### src/rtl/wishbone_pkg.sv
// Shared types and constants for the Wishbone arbiter slice.
//   arb_state_t : arbiter ownership state (IDLE / OWNED)
//   WB_DW       : Wishbone data/address width
//   WB_SW       : byte-select width derived from WB_DW
package wishbone_pkg;

  localparam int unsigned WB_DW = 32;
  localparam int unsigned WB_SW = WB_DW / 8;

  typedef enum logic {
    IDLE  = 1'b0,
    OWNED = 1'b1
  } arb_state_t;

endpackage : wishbone_pkg

### src/rtl/wishbone_rr_picker.sv
// Combinational round-robin picker.
// Scans the request vector starting at last_i+1 (wrapping) and returns the
// first requester found.
//   req_i    : per-master request (cyc) vector
//   last_i   : index of the most recent winner
//   winner_o : index of the selected master (0 when none)
//   valid_o  : high when at least one master is requesting
module wishbone_rr_picker #(
  parameter int unsigned MASTERS = 2,
  parameter int unsigned IW      = (MASTERS > 1) ? $clog2(MASTERS) : 1
) (
  input  logic [MASTERS-1:0] req_i,
  input  logic [IW-1:0]      last_i,
  output logic [IW-1:0]      winner_o,
  output logic               valid_o
);

  logic [IW-1:0] cand;

  // Lowest offset from last_i+1 wins, so the previous winner is considered last.
  always_comb begin
    winner_o = '0;
    valid_o  = 1'b0;
    cand     = '0;
    for (int unsigned k = 1; k <= MASTERS; k++) begin
      cand = IW'((32'(last_i) + k) % MASTERS);
      if (!valid_o && req_i[cand]) begin
        valid_o  = 1'b1;
        winner_o = cand;
      end
    end
  end

endmodule : wishbone_rr_picker

### src/rtl/wishbone_arbiter.sv
// Round-robin Wishbone arbiter: shares one bus master port among MASTERS
// requesters, holding the grant for a whole cyc tenure, with a per-transfer
// watchdog that converts a silent slave into a bus error.
//   sysClk, sysRst          : clock, synchronous active-high reset
//   wb_*_m (inputs)         : per-master cyc/stb/we/sel/adr/dat_o
//   wb_ack/err/stall/dat_i_m: per-master responses (owner only; others stall)
//   wb_*_b (outputs)        : muxed request to the bus
//   wb_ack/err/stall/dat_i_b: responses from the bus
//   grant                   : one-hot current owner, zero when idle
module wishbone_arbiter
  import wishbone_pkg::*;
#(
  parameter int unsigned MASTERS = 2,
  parameter int unsigned TIMEOUT = 256
) (
  input  logic                            sysClk,
  input  logic                            sysRst,
  input  logic [MASTERS-1:0]              wb_cyc_m,
  input  logic [MASTERS-1:0]              wb_stb_m,
  input  logic [MASTERS-1:0]              wb_we_m,
  input  logic [MASTERS-1:0][WB_SW-1:0]   wb_sel_m,
  input  logic [MASTERS-1:0][WB_DW-1:0]   wb_adr_m,
  input  logic [MASTERS-1:0][WB_DW-1:0]   wb_dat_o_m,
  output logic [MASTERS-1:0]              wb_ack_m,
  output logic [MASTERS-1:0]              wb_err_m,
  output logic [MASTERS-1:0]              wb_stall_m,
  output logic [MASTERS-1:0][WB_DW-1:0]   wb_dat_i_m,
  output logic                            wb_cyc_b,
  output logic                            wb_stb_b,
  output logic                            wb_we_b,
  output logic [WB_SW-1:0]                wb_sel_b,
  output logic [WB_DW-1:0]                wb_adr_b,
  output logic [WB_DW-1:0]                wb_dat_o_b,
  input  logic                            wb_ack_b,
  input  logic                            wb_err_b,
  input  logic                            wb_stall_b,
  input  logic [WB_DW-1:0]                wb_dat_i_b,
  output logic [MASTERS-1:0]              grant
);

  localparam int unsigned IW = (MASTERS > 1) ? $clog2(MASTERS) : 1;
  localparam int unsigned CW = $clog2(TIMEOUT);

  arb_state_t    state_q, state_d;
  logic [IW-1:0] owner_q, owner_d;
  logic [IW-1:0] last_q,  last_d;
  logic [CW-1:0] cnt_q,   cnt_d;

  logic [IW-1:0] pick_idx;
  logic          pick_valid;
  logic          owned;
  logic          own_cyc;
  logic          own_stb;
  logic          wd_hit;
  logic          wd_err;

  wishbone_rr_picker #(
    .MASTERS (MASTERS),
    .IW      (IW)
  ) u_picker (
    .req_i    (wb_cyc_m),
    .last_i   (last_q),
    .winner_o (pick_idx),
    .valid_o  (pick_valid)
  );

  // Owner view and watchdog terminal count.
  always_comb begin
    owned   = (state_q == OWNED);
    own_cyc = wb_cyc_m[owner_q];
    own_stb = wb_stb_m[owner_q];
    wd_hit  = owned && own_stb && (cnt_q == CW'(TIMEOUT - 1));
    // A real response in the terminal cycle takes precedence over the timeout.
    wd_err  = wd_hit && !wb_ack_b && !wb_err_b;
  end

  // Next-state: arbitration, release and watchdog counting.
  always_comb begin
    state_d = state_q;
    owner_d = owner_q;
    last_d  = last_q;
    cnt_d   = cnt_q;
    case (state_q)
      IDLE: begin
        if (pick_valid) begin
          state_d = OWNED;
          owner_d = pick_idx;
          last_d  = pick_idx;
        end
      end
      OWNED: begin
        if (!own_cyc) begin
          state_d = IDLE;
        end
      end
      default: state_d = IDLE;
    endcase
    if (!owned || !own_stb || wb_ack_b || wb_err_b || wd_hit) begin
      cnt_d = '0;
    end else begin
      cnt_d = cnt_q + CW'(1);
    end
  end

  // State registers; last resets to MASTERS-1 so master 0 wins first.
  always_ff @(posedge sysClk) begin
    if (sysRst) begin
      state_q <= IDLE;
      owner_q <= '0;
      last_q  <= IW'(MASTERS - 1);
      cnt_q   <= '0;
    end else begin
      state_q <= state_d;
      owner_q <= owner_d;
      last_q  <= last_d;
      cnt_q   <= cnt_d;
    end
  end

  // Request mux to the bus; stb is withheld in the watchdog terminal cycle.
  always_comb begin
    wb_cyc_b   = 1'b0;
    wb_stb_b   = 1'b0;
    wb_we_b    = 1'b0;
    wb_sel_b   = '0;
    wb_adr_b   = '0;
    wb_dat_o_b = '0;
    if (owned) begin
      wb_cyc_b   = own_cyc;
      wb_stb_b   = own_stb && !wd_hit;
      wb_we_b    = wb_we_m[owner_q];
      wb_sel_b   = wb_sel_m[owner_q];
      wb_adr_b   = wb_adr_m[owner_q];
      wb_dat_o_b = wb_dat_o_m[owner_q];
    end
  end

  // Response demux: only the owner sees the bus; everyone else is stalled.
  always_comb begin
    grant      = '0;
    wb_ack_m   = '0;
    wb_err_m   = '0;
    wb_stall_m = wb_stb_m;
    wb_dat_i_m = '0;
    if (owned) begin
      grant[owner_q]      = 1'b1;
      wb_ack_m[owner_q]   = wb_ack_b;
      wb_err_m[owner_q]   = wb_err_b || wd_err;
      wb_stall_m[owner_q] = wb_stall_b;
      wb_dat_i_m[owner_q] = wb_dat_i_b;
    end
  end

endmodule : wishbone_arbiter

### config.mk
export PLATFORM = sky130hd
export DESIGN_NAME = wishbone_arbiter
export DESIGN_NICKNAME = d
export VERILOG_FILES = /design/src/rtl/wishbone_pkg.sv /design/src/rtl/wishbone_rr_picker.sv /design/src/rtl/wishbone_arbiter.sv
export SDC_FILE = /design/constraint.sdc
export NUM_CORES = 1
export LEC_CHECK = 0
export ABC_AREA = 1
export CORE_AREA = 2 2 125 127
export DETAILED_ROUTE_END_ITERATION = 7
export DIE_AREA = 0 0 127 129
export PLACE_DENSITY = 0.53
export SETUP_SLACK_MARGIN = 0.15
export SLEW_MARGIN = 20
export SYNTH_ARGS = -nofsm -noshare
export SYNTH_HDL_FRONTEND = slang
export SYNTH_SLANG_ARGS = --single-unit
export TNS_END_PERCENT = 20
### constraint.sdc
create_clock -name sysClk -period 1.6 [get_ports sysClk]
set_clock_uncertainty 0.15 [all_clocks]
set_input_delay 0.24 -clock sysClk [delete_from_list [all_inputs] [get_ports sysClk]]
set_output_delay 0.24 -clock sysClk [all_outputs]
set_load 0.1 [all_outputs]
==> results of run 1 <==
worst paths after layout:
kind	endpoint	depth (start not counted)	from
setup reg to reg	cnt_q[5]	10	owner_q
setup / recovery	wb_adr_b[5]	6	owner_q
hold / removal	last_q	2	last_q
hold reg to reg	last_q	2	last_q
metal layers:
layer,GRT usage,wire [µm],up-vias
met5,0,0,-
li1,-,-,1565
met4,0.0220,148,0
met2,0.322,8040,183
met3,0.0478,1260,13
met1,0.161,4840,1521
registers in the layout, summed over array words and instances (netlist names):
name	flops
owned	1
last_q	1
owner_q	1
cnt_q	8
cells in the mapped netlist:
| library cell | n |
|---|---|
| nand2_1 | 19 |
| xor2_1 | 2 |
| nor3_1 | 1 |
| buf_6 | 14 |
| a22o_1 | 69 |
| a31oi_1 | 1 |
| xnor2_1 | 3 |
| buf_2 | 3 |
| nor2_1 | 73 |
| nand2_4 | 3 |
| nand3_1 | 6 |
| ha_1 | 1 |
| inv_4 | 1 |
| inv_1 | 39 |
| clkinv_4 | 1 |
| a21oi_1 | 2 |
| dfxtp_1 | 11 |
| inv_2 | 2 |
| buf_1 | 3 |
| nor2_2 | 8 |
| o21ai_0 | 3 |
through the flow:
step	worst slack (ps)	cell area (µm²)	TNS [ps]	std cells
after floorplan	-311	2310	-24470	265
after global placement	-257	7280	-1100	778
after detailed placement	-285	7280	-1310	778
after CTS	-232	7590	-26390	787
after global routing	-286	7820	-30770	788
final	-224	7820	-24040	788
where the power goes:
part,switching [W],internal [W]
sequential,0.0000133,0.000283
clock,0.000119,0.000334
combinational,0.00242,0.00161
tightest hold or removal path, cell delays in order, from the launching register on:
cell,delay [ps]
dfxtp_1,320
a21oi_1,60
nand2_1,40
kinds of logic (layout without fill, tap and decap cells):
| group | count (synthesis) | count (layout) | synth area share |
|---|---|---|---|
| and+or+nand+nor | 110 | 110 | 0.268 |
| buffers and inverters | 63 | 398 | 0.204 |
| DFF | 11 | 11 | 0.127 |
| adders and majority gates | 1 | 1 | 0.00723 |
| xor gates and xnor gates | 5 | 5 | 0.0253 |
| AOI/OAI and AO/OA | 75 | 75 | 0.368 |
area by class of cell:
class	instances	area (µm²)
Tap cell	188	235
Multi-Input combinational cell	191	1990
Inverter	43	179
Sequential cell	11	231
Timing Repair Buffer	351	5100
Fill cell	1288	7160
Clock buffer	4	78.8
layout by cell type (no fill, tap or decap), drive strengths merged:
cell	netlist	routed
nand2	22	22
nand3	6	6
a22o	69	69
buf	20	172
ha	1	1
a21oi	2	2
clkbuf	0	5
o21ai	3	3
a31oi	1	1
dlygate4sd2	0	2
inv	42	43
xnor2	3	3
nor3	1	1
clkdlybuf4s50	0	176
dfxtp	11	11
nor2	81	81
xor2	2	2
what timing repair did:
action                     4_1_cts  5_1_grt
cloned                           3        1
pin swaps                       14        6
gates resized for setup         33       26
setup buffers                    2        0
setup endpoints to repair      143      151
==> impl_summary.txt, run 1 <==
----------------------------------------------------
[Worst setup path]
  Data required time of the critical path ... 1210 ps
  Slowest Stage Delay on Critical Path ... 370 ps
  Startpoint kind of the worst setup timing path ... register
  Crit path top cell by count ... buf_12
  Critical path type ... reg2out
  Ordered cell list for the critical path ... inv_4 -> nand2_4 -> inv_8 -> buf_12 -> a22o_1 -> buf_12
  Slack of the worst reg-to-reg path ... 100 ps
  Largest driver fanout on the critical path ... 15
  Family of cells with the greatest summed delay on the critical path ... buffers and inverters
  Element type at the critical path end ... output port
  Worst EP arrival ... 1430 ps
  Critical-path cell with the highest stage delay ... dfxtp_4
  Worst Path Buf+Inv ... 4

[STA]
  Setup ws final ... -224 ps
  Fin. max-slew vios ... 0
  Final cycle utilization of the critical path ... 1.14
  Min cycle time layout ... 1820 ps
  Hold Vio Cnt, Final ... 0
  Worst slew margin ... 0.602
  RSZ-0062 raised after global routing ... yes
  Min Hold Slack ... 305 ps
  Count of endpoints failing setup in the final report ... 138
  Slew at the pin with the worst max-slew slack ... 593 ps
  Fmax ... 548 MHz

[Power and ir drop]
  Peak supply drop ... approximately 0.3 mV
  Static Leak ... 3.20 nW
  Power after layout ... about 0.0048 W
  Power density of the placed cells ... roughly 610 nW/µm²

[Clock tree]
  Number of CTS-inserted buffers ... 3
  H-tree lvl count ... 1
  Clock transition at the registers of the reported paths ... 40 ps
  Clock network latency to the later pin of the worst-skew pair ... 240 ps
  CTS sink count ... 11
  Clock tree root buffer cell ... clkbuf_16
  Maximum buffer depth of the clock tree ... 2
  Hold bufs inserted after CTS ... 0
  Clock tree from TritonCTS ... built

[Yosys]
  Number of warning messages in the yosys log ... 0
  Sequential element share of the synthesized area ... 0.127
  Count of distinct cell types in the synthesized netlist ... 21
  Synthesized net count ... 445
  Flip-flop and latch count after synthesis ... 11
  Cells after synthesis ... roughly 270
  Top cells by area in the synthesized netlist ... a22o_1 (35%), nor2_1 (16%), dfxtp_1 (13%)
  Post-synth top area share ... 0.349
  Syn Std Cell Area ... about 1700 µm²
  Synthesized area per cell ... 6.53 µm²
  Largest area contributor in the synthesized netlist ... a22o_1

[Route]
  DRC violations left ... 0
  Iteration-0 DRC count of the detailed router ... between 60 and 70
  Routed via count divided by cell count ... between 4 and 5
  Post-DRT Antenna Nets ... 0
  Wire length per cell ... 18.1 µm
  Sum of routed wire length over all layers ... between 10 and 15 mm
  Number of iterations in the first detailed-routing pass ... 4
  Total number of vias ... 3282

[Outcome]
  Status ... finished, violations left
  Failing checks ... negative setup slack

[Place]
  DP HPWL ... around 12 mm
  Global placement routability congestion ... ~0.8
  Port bufs ... 321

[Layout]
  Ant. Diodes ... 0
  Net count of the finished layout ... 781
  Util after Layout ... 0.522
  Area added between synthesis and finish ... 352%
  Layout cell share with drive strength beyond 1 ... 0.530

[Floorplan]
  Total core area ... around 15000 µm²
  Effective utilization at floorplan ... 0.115
  DIE AREA ... 16400 µm²
  IO Count ... ~320
  Overall die width ... about 130 µm
  Number of cell rows ... 45
  Vert. Die Dim ... 129 µm

[Min path]
  Type of the worst min-delay path ... reg2reg

[Global routing]
  Antenna violations before repair ... 0
  First-pass GRT wire length ... about 20 mm
  Leftover overflow at the end of global routing ... 0
  GRT Util Overall ... 0.158
  Via count of the first global-routing pass ... 3528
  Largest net degree at the start of global routing ... 23

[Job]
  Max_cap viols ... 0

----------------------------------------------------
(Power assumes the default switching activity.)
==> run 2: changes to the inputs <==
--- a/config.mk
+++ b/config.mk
@@ -6,13 +6,14 @@
 export NUM_CORES = 1
 export LEC_CHECK = 0
 export ABC_AREA = 1
-export CORE_AREA = 2 2 125 127
+export CORE_AREA = 2 2 127 129
 export DETAILED_ROUTE_END_ITERATION = 7
-export DIE_AREA = 0 0 127 129
-export PLACE_DENSITY = 0.53
+export DIE_AREA = 0 0 129 131
+export PLACE_DENSITY = 0.49
 export SETUP_SLACK_MARGIN = 0.15
 export SLEW_MARGIN = 20
 export SYNTH_ARGS = -nofsm -noshare
 export SYNTH_HDL_FRONTEND = slang
+export SYNTH_HIERARCHICAL = 1
 export SYNTH_SLANG_ARGS = --single-unit
 export TNS_END_PERCENT = 20
==> run 2 against run 1 <==
  * The flow still finishes with violations (negative setup slack)
  * Register-to-register slack improved by 180 ps
  * Sequential power barely moved
  * Maximum frequency fell by 0.84%
  * Global-route usage fell by 1.4 points
  * Clock-buffer cell count did not move
  * Critical path type unchanged
  * Largest power group unchanged
  * Highest routed layer unchanged
==> impl_summary.txt, run 2 <==
----------------------------------------------------
[Worst setup path]
  Startpoint kind of the worst setup timing path ... register
  Element type at the critical path end ... output port
  Slowest Stage Delay on Critical Path ... 400 ps (+30 ps)
  Largest driver fanout on the critical path ... 15 (unchanged)
  Data required time of the critical path ... 1210 ps (about the same)
  Worst EP arrival ... 1450 ps (+20 ps)
  Ordered cell list for the critical path ... inv_4 -> nand2_4 -> inv_8 -> buf_16 -> a22o_1 -> buf_12
  Critical-path cell with the highest stage delay ... dfxtp_4
  Critical path type ... reg2out

[Yosys]
  Sequential element share of the synthesized area ... 0.125 (-0.00253)
  Top cells by area in the synthesized netlist ... a22o_1 (34%), nor2_1 (17%), dfxtp_1 (12%)
  Proportion of register bits with asynchronous set or reset after synthesis ... 0 (unchanged)
  Cells after synthesis ... 276 (+4.2%)
  Syn Std Cell Area ... 1760 µm² (+2.0%)
  EDFF count, synth ... 0 (unchanged)
  Largest area contributor in the synthesized netlist ... a22o_1
  Synthesized net count ... 456 (+2.5%)
  Most used standard cell by instance count after synthesis ... nor2_1
  Flip-flop and latch count after synthesis ... 11 (unchanged)
  Most numerous cell types in the synthesized netlist ... nor2_1 (79), a22o_1 (69), inv_1 (48)
  Number of warning messages in the yosys log ... 6 (+6)
  Synthesized area per cell ... 6.39 µm² (-2.0%)
  Count of distinct cell types in the synthesized netlist ... 24 (+14%)
  Most instantiated flip-flop cell in the synthesis netlist ... dfxtp_1
  Post-synth top area share ... 0.343 (-0.00694)

[Clock tree]
  Clock transition at the registers of the reported paths ... 40 ps (about the same)
  Number of CTS-inserted buffers ... 3 (unchanged)
  Clock network latency to the later pin of the worst-skew pair ... 240 ps (about the same)
  Hold bufs inserted after CTS ... 0 (unchanged)
  Maximum buffer depth of the clock tree ... 2 (unchanged)
  Clock tree from TritonCTS ... built
  CTS sink count ... 11 (unchanged)
  Clock tree root buffer cell ... clkbuf_16
  H-tree lvl count ... 1 (unchanged)

[STA]
  RSZ-0062 raised after global routing ... yes
  Min Hold Slack ... 322 ps (+16.8 ps)
  Setup ws final ... -240 ps (-15.5 ps)
  Final cycle utilization of the critical path ... 1.15 (+0.00967)
  Count of endpoints failing setup in the final report ... 142 (+2.9%)
  Min cycle time layout ... 1840 ps (+15.5 ps)
  Slew at the pin with the worst max-slew slack ... 340 ps (-253 ps)
  Hold Vio Cnt, Final ... 0 (unchanged)
  Fmax ... 544 MHz (-0.84%)
  Fin. max-slew vios ... 0 (unchanged)
  Worst slew margin ... 0.772 (+0.170)

[Layout]
  Register ranked first by flip-flop count ... cnt_q
  Finished Cell Area ... 7970 µm² (+2.0%)
  Ant. Diodes ... 0 (unchanged)
  Most common cell after layout, fill and taps aside ... clkdlybuf4s50_1
  Layout cell share with drive strength beyond 1 ... 0.499 (-0.0308)
  Leading cell types in the layout, fill and taps excluded ... clkdlybuf4s50_1 (176), buf_12 (148), nor2_4 (71)
  Net count of the finished layout ... 796 (+1.9%)
  Area added between synthesis and finish ... 352% (about the same)
  Flip-flop count of the largest register, all copies and words added ... 8 (unchanged)

[Route]
  DRC violations left ... 0 (unchanged)
  Iteration-0 DRC count of the detailed router ... 64 (unchanged)
  Total number of vias ... 3310 (+0.85%)
  Post-DRT Antenna Nets ... 0 (unchanged)
  Wire length per cell ... 16.4 µm (-9.7%)
  Routed via count divided by cell count ... 3.98 (-4.4%)
  Sum of routed wire length over all layers ... 13.6 mm (-4.8%)
  Number of iterations in the first detailed-routing pass ... 4 (unchanged)

[Outcome]
  Status ... finished, violations left
  Failing checks ... negative setup slack

[Power and ir drop]
  Peak supply drop ... 0.487 mV (+63%)
  Power after layout ... 0.00467 W (-2.4%)
  Static Leak ... 3.28 nW (+2.5%)
  Power density of the placed cells ... 585 nW/µm² (-4.3%)

[Min path]
  Type of the worst min-delay path ... reg2reg

[Floorplan]
  Number of cell rows ... 46 (+2.2%)
  Overall die width ... 129 µm (+1.6%)
  Total core area ... 15600 µm² (+4.1%)
  Vert. Die Dim ... 131 µm (+1.6%)
  IO Count ... 322 (unchanged)
  DIE AREA ... 16900 µm² (+3.1%)
  Effective utilization at floorplan ... 0.113 (-0.00235)

[Global routing]
  GRT Util Overall ... 0.144 (-0.0138)
  Antenna violations before repair ... 0 (unchanged)
  First-pass GRT wire length ... 19.1 mm (-5.3%)
  Largest net degree at the start of global routing ... 30 (+30%)
  Via count of the first global-routing pass ... 3336 (-5.4%)
  Leftover overflow at the end of global routing ... 0 (unchanged)

[Place]
  DP HPWL ... 11.1 mm (-7.3%)
  Port bufs ... 321 (unchanged)
  Global placement routability congestion ... 0.740 (-5.8%)
  Post-detailed-placement cell area ... 7270 µm² (about the same)

[Job]
  Max_cap viols ... 0 (unchanged)

----------------------------------------------------
run 2: cell types whose count changed after synthesis, moves of 2 or more:
cell and change:
a21oi_1 +2, buf_1 -2, buf_2 +2, inv_1 +9, nor2_1 +6, nor2_2 -8
run 2: logic make-up (layout without fill, tap and decap cells):
kind of cell / count (synthesis) / in the layout / share of synthesized area
xor gates and xnor gates: 4 / 4 / 0.0199
AOI/OAI and AO/OA: 77 / 77 / 0.365
buffers and inverters: 71 / 410 / 0.218
and+or+nand+nor: 112 / 112 / 0.265
adders and majority gates: 1 / 1 / 0.00709
DFF: 11 / 11 / 0.125
run 2: what timing repair did:
action,in CTS,in global routing
pin swaps,11,7
setup endpoints to repair,143,143
gates cloned,5,2
buffers inserted,2,5
gates resized for setup,35,33
run 2: cell type report:
type | count | area (µm²)
repair buffers | 355 | 5190
inverters | 51 | 214
well taps | 216 | 270
clock buffers | 4 | 78.8
multi-input cells | 194 | 1990
flip-flops and latches | 11 | 230
fillers | 1355 | 7620
run 2: worst max-delay path: cells and delay by family (launching register included):
family / cells / cell delay [ps]
AND/OR/NAND/NOR: 1 / 110
buffers and inverters: 4 / 450
AO/OA/AOI/OAI: 1 / 230
flip-flops: 1 / 400
run 2: per-layer routing:
metal  up-vias  global-route usage  part of all wire
li1       1607                   -                 -
met1      1529               0.163              0.34
met2       164               0.281              0.57
met3        10              0.0366             0.079
met4         0              0.0153            0.0082
met5         -                   0                 0
run 2: per-stage QoR:
stage                     setup TNS (ps)   util  setup WS (ps)  instances
final                             -25530  0.511           -240        831
after global placement              -741  0.466           -274        813
after detailed placement            -789  0.466           -270        813
after global routing              -32120  0.511           -315        831
after floorplan                   -24980      -           -311        276
after CTS                         -25780  0.493           -282        824
run 2: report_power, final:
group          switching (W)  internal [W]
logic                0.00233       0.00158
clock network       0.000119      0.000334
registers          0.0000133      0.000283
total                0.00247       0.00220
run 2: final timing paths:
path | start | slack (ps) | endpoint | cells past startpoint
worst min register to register | last_q | 320 | last_q | 2
worst min-delay path | last_q | 320 | last_q | 2
worst max-delay path | owner_q | -240 | wb_dat_o_b[2] | 6
worst max register to register | owner_q | 280 | owned | 8
==> run 3: changes to the inputs <==
--- a/config.mk
+++ b/config.mk
@@ -10,6 +10,7 @@
 export DETAILED_ROUTE_END_ITERATION = 7
 export DIE_AREA = 0 0 129 131
 export PLACE_DENSITY = 0.49
+export REMOVE_ABC_BUFFERS = 1
 export SETUP_SLACK_MARGIN = 0.15
 export SLEW_MARGIN = 20
 export SYNTH_ARGS = -nofsm -noshare
==> run 3 against run 2 <==
  * Critical path type unchanged
  * Wire length rose by 11%
  * Highest routed layer is now met5
  * Largest cell class unchanged
  * Power up 1.4%
  * Non-clock buffer count rose by 10
  * The flow still finishes with violations (negative setup slack)
==> impl_summary.txt, run 3 (synthesis gave the netlist of run 2 again) <==
----------------------------------------------------
[Route]
  DRC violations left ... 0 (unchanged)
  Total number of vias ... 3415 (+3.2%)
  Post-DRT Antenna Nets ... 0 (unchanged)
  Sum of routed wire length over all layers ... 15.1 mm (+11%)
  Routed via count divided by cell count ... 4.06 (+1.9%)
  Wire length per cell ... 18.0 µm (+10%)
  Number of iterations in the first detailed-routing pass ... 4 (unchanged)
  Iteration-0 DRC count of the detailed router ... 51 (-20%)

[Outcome]
  Status ... finished, violations left
  Failing checks ... negative setup slack

[Global routing]
  GRT Util Overall ... 0.151 (+0.00654)
  Via count of the first global-routing pass ... 3468 (+4.0%)
  Antenna violations before repair ... 1 (+1)
  Largest net degree at the start of global routing ... 37 (+23%)
  First-pass GRT wire length ... 19.4 mm (+1.3%)
  Leftover overflow at the end of global routing ... 0 (unchanged)

[Min path]
  Hold Startpoint ... cnt_q[7]
  Type of the worst min-delay path ... reg2reg
  Hold Path End ... cnt_q[7]
  Worst hold path stage count ... 2 (unchanged)

[STA]
  Final cycle utilization of the critical path ... 1.16 (+0.0136)
  Slew at the pin with the worst max-slew slack ... 322 ps (-18.3 ps)
  Setup ws final ... -262 ps (-21.8 ps)
  RSZ-0062 raised after global routing ... yes
  Fmax ... 537 MHz (-1.2%)
  Hold Vio Cnt, Final ... 0 (unchanged)
  Min Hold Slack ... 350 ps (+28.4 ps)
  Fin. max-slew vios ... 0 (unchanged)
  Min cycle time layout ... 1860 ps (+21.8 ps)
  Count of endpoints failing setup in the final report ... 143 (+0.70%)
  Worst slew margin ... 0.784 (+0.0123)

[Worst setup path]
  Data required time of the critical path ... 1210 ps (about the same)
  Slack of the worst reg-to-reg path ... 140 ps (-140 ps)
  Element type at the critical path end ... output port
  Startpoint kind of the worst setup timing path ... register
  Largest driver fanout on the critical path ... 18 (+3)
  Critical register-to-register path startpoint ... owner_q
  Worst reg2reg path endpoint ... owned
  Count of cells along the worst register-to-register path ... 9 (+1)
  Critical path type ... reg2out
  Worst EP arrival ... 1470 ps (+20 ps)

[Clock tree]
  H-tree lvl count ... 1 (unchanged)
  Clock tree root buffer cell ... clkbuf_16
  Number of CTS-inserted buffers ... 3 (unchanged)
  Clock network latency to the later pin of the worst-skew pair ... 240 ps (about the same)
  CTS sink count ... 11 (unchanged)
  Clock transition at the registers of the reported paths ... 40 ps (about the same)
  Clock tree from TritonCTS ... built
  Hold bufs inserted after CTS ... 0 (unchanged)
  Maximum buffer depth of the clock tree ... 2 (unchanged)

[Floorplan]
  Total core area ... 15600 µm² (unchanged)
  DIE AREA ... 16900 µm² (unchanged)
  Overall die width ... 129 µm (unchanged)
  Vert. Die Dim ... 131 µm (unchanged)
  IO Count ... 322 (unchanged)
  Effective utilization at floorplan ... 0.113 (unchanged)
  Number of cell rows ... 46 (unchanged)

[Power and ir drop]
  Net load switching power ... 0.00249 W (+1.1%)
  Cell internal pwr ... 0.00224 W (+1.9%)
  Part of the total power dissipated in the clock network ... 0.096 (about the same)
  Peak supply drop ... 0.342 mV (-30%)
  Static Leak ... 3.36 nW (+2.5%)
  Power density of the placed cells ... 589 nW/µm² (+0.69%)
  Power after layout ... 0.00473 W (+1.4%)
  Reg power frac ... 0.063 (about the same)
  Switching share of power ... 0.526 (-0.00203)
  Comb power frac ... 0.841 (about the same)

[Layout]
  Register ranked first by flip-flop count ... cnt_q
  Util after Layout ... 0.515 (+0.00385)
  Layout cell share with drive strength beyond 1 ... 0.507 (+0.00801)
  Area added between synthesis and finish ... 355%
  Flip-flop count of the largest register, all copies and words added ... 8 (unchanged)
  Net count of the finished layout ... 806 (+1.3%)
  Ant. Diodes ... 0 (unchanged)
  Filler cell count ... 1349 (-0.44%)
  Leading cell types in the layout, fill and taps excluded ... clkdlybuf4s50_1 (176), buf_12 (150), inv_1 (47), nor2_4 (47), a22o_1 (35)
  Most common cell after layout, fill and taps aside ... clkdlybuf4s50_1
  Finished Cell Area ... 8030 µm² (+0.75%)

[Place]
  DP HPWL ... 11.9 mm (+7.7%)
  Port bufs ... 321 (unchanged)
  Pre-CTS worst setup slack ... -343 ps (-73.2 ps)
  Global placement routability congestion ... 0.784 (+6.0%)
  Post-detailed-placement cell area ... 6780 µm² (-6.7%)

[Job]
  Max_cap viols ... 0 (unchanged)

----------------------------------------------------
==> run 3: cell count changes in the layout (fill, tap and decap cells not counted), moves of 3 or more <==
cell	before	now
nor2_2	0	25
nor2_4	71	47
a22o_2	10	0
a22o_4	24	34
buf_4	13	21
clkbuf_16	4	7
==> run 3: through the flow <==
| step | TNS, ps | cells |
|---|---|---|
| after floorplan | -121450 | 256 |
| after global placement | -6980 | 820 |
| after detailed placement | -7850 | 820 |
| after CTS | -26390 | 831 |
| after global routing | -34740 | 841 |
| final | -28270 | 841 |
==> run 3: how the worst max path moves through the flow <==
stage | start | endpoint | slack, ps | cells after the start
global placement | wb_stb_m[1] | wb_err_m[1] | -330 | 8
floorplan | owned | wb_stall_m[1] | -1630 | 2
detailed placement | wb_stb_m[1] | wb_err_m[1] | -340 | 8
finish | owner_q | wb_dat_i_m[18] | -260 | 6
CTS | cnt_q[1] | wb_err_m[1] | -320 | 8
global route | cnt_q[0] | wb_err_m[0] | -310 | 8
==> run 3: what timing repair did <==
item	CTS	global route
cloned	4	6
pin swaps	9	11
gates resized for setup	113	87
buffers inserted	3	4
setup endpoints to repair	144	145
==> run 3: final cells by class <==
type	count	area, µm²	area share
multi-input cells	194	1930	0.241
clock buffers	4	78.8	0.00981
flip-flops and latches	11	230	0.0287
well taps	216	270	0.0336
inverters	51	226	0.0282
repair buffers	365	5290	0.659
==> run 3: power by group through the flow <==
stage	logic (W)	registers, W	clock network (W)
after floorplan	0.00192	0.000296	0
after global placement	0.00358	0.000297	0
after detailed placement	0.00359	0.000297	0
after CTS	0.00374	0.000296	0.000460
after global routing	0.00410	0.000299	0.000476
final	0.00398	0.000298	0.000454
==> run 3: metal layers <==
metal  part of all wire  routed length, µm  vias to the layer above  GRT usage
li1                   -                  -                     1629          -
met1               0.34               5080                     1543      0.158
met2               0.55               8330                      216      0.289
met3              0.092               1390                       25     0.0501
met4              0.022                330                        2     0.0422
met5             0.0011                 16                        -          0
==> run 3: critical path, stage by stage (launching register included) <==
cell and delay (ps):
dfxtp_4 370, inv_4 80, nand2_8 90, buf_12 140
clkbuf_16 190, nor2_2 150, buf_12 190
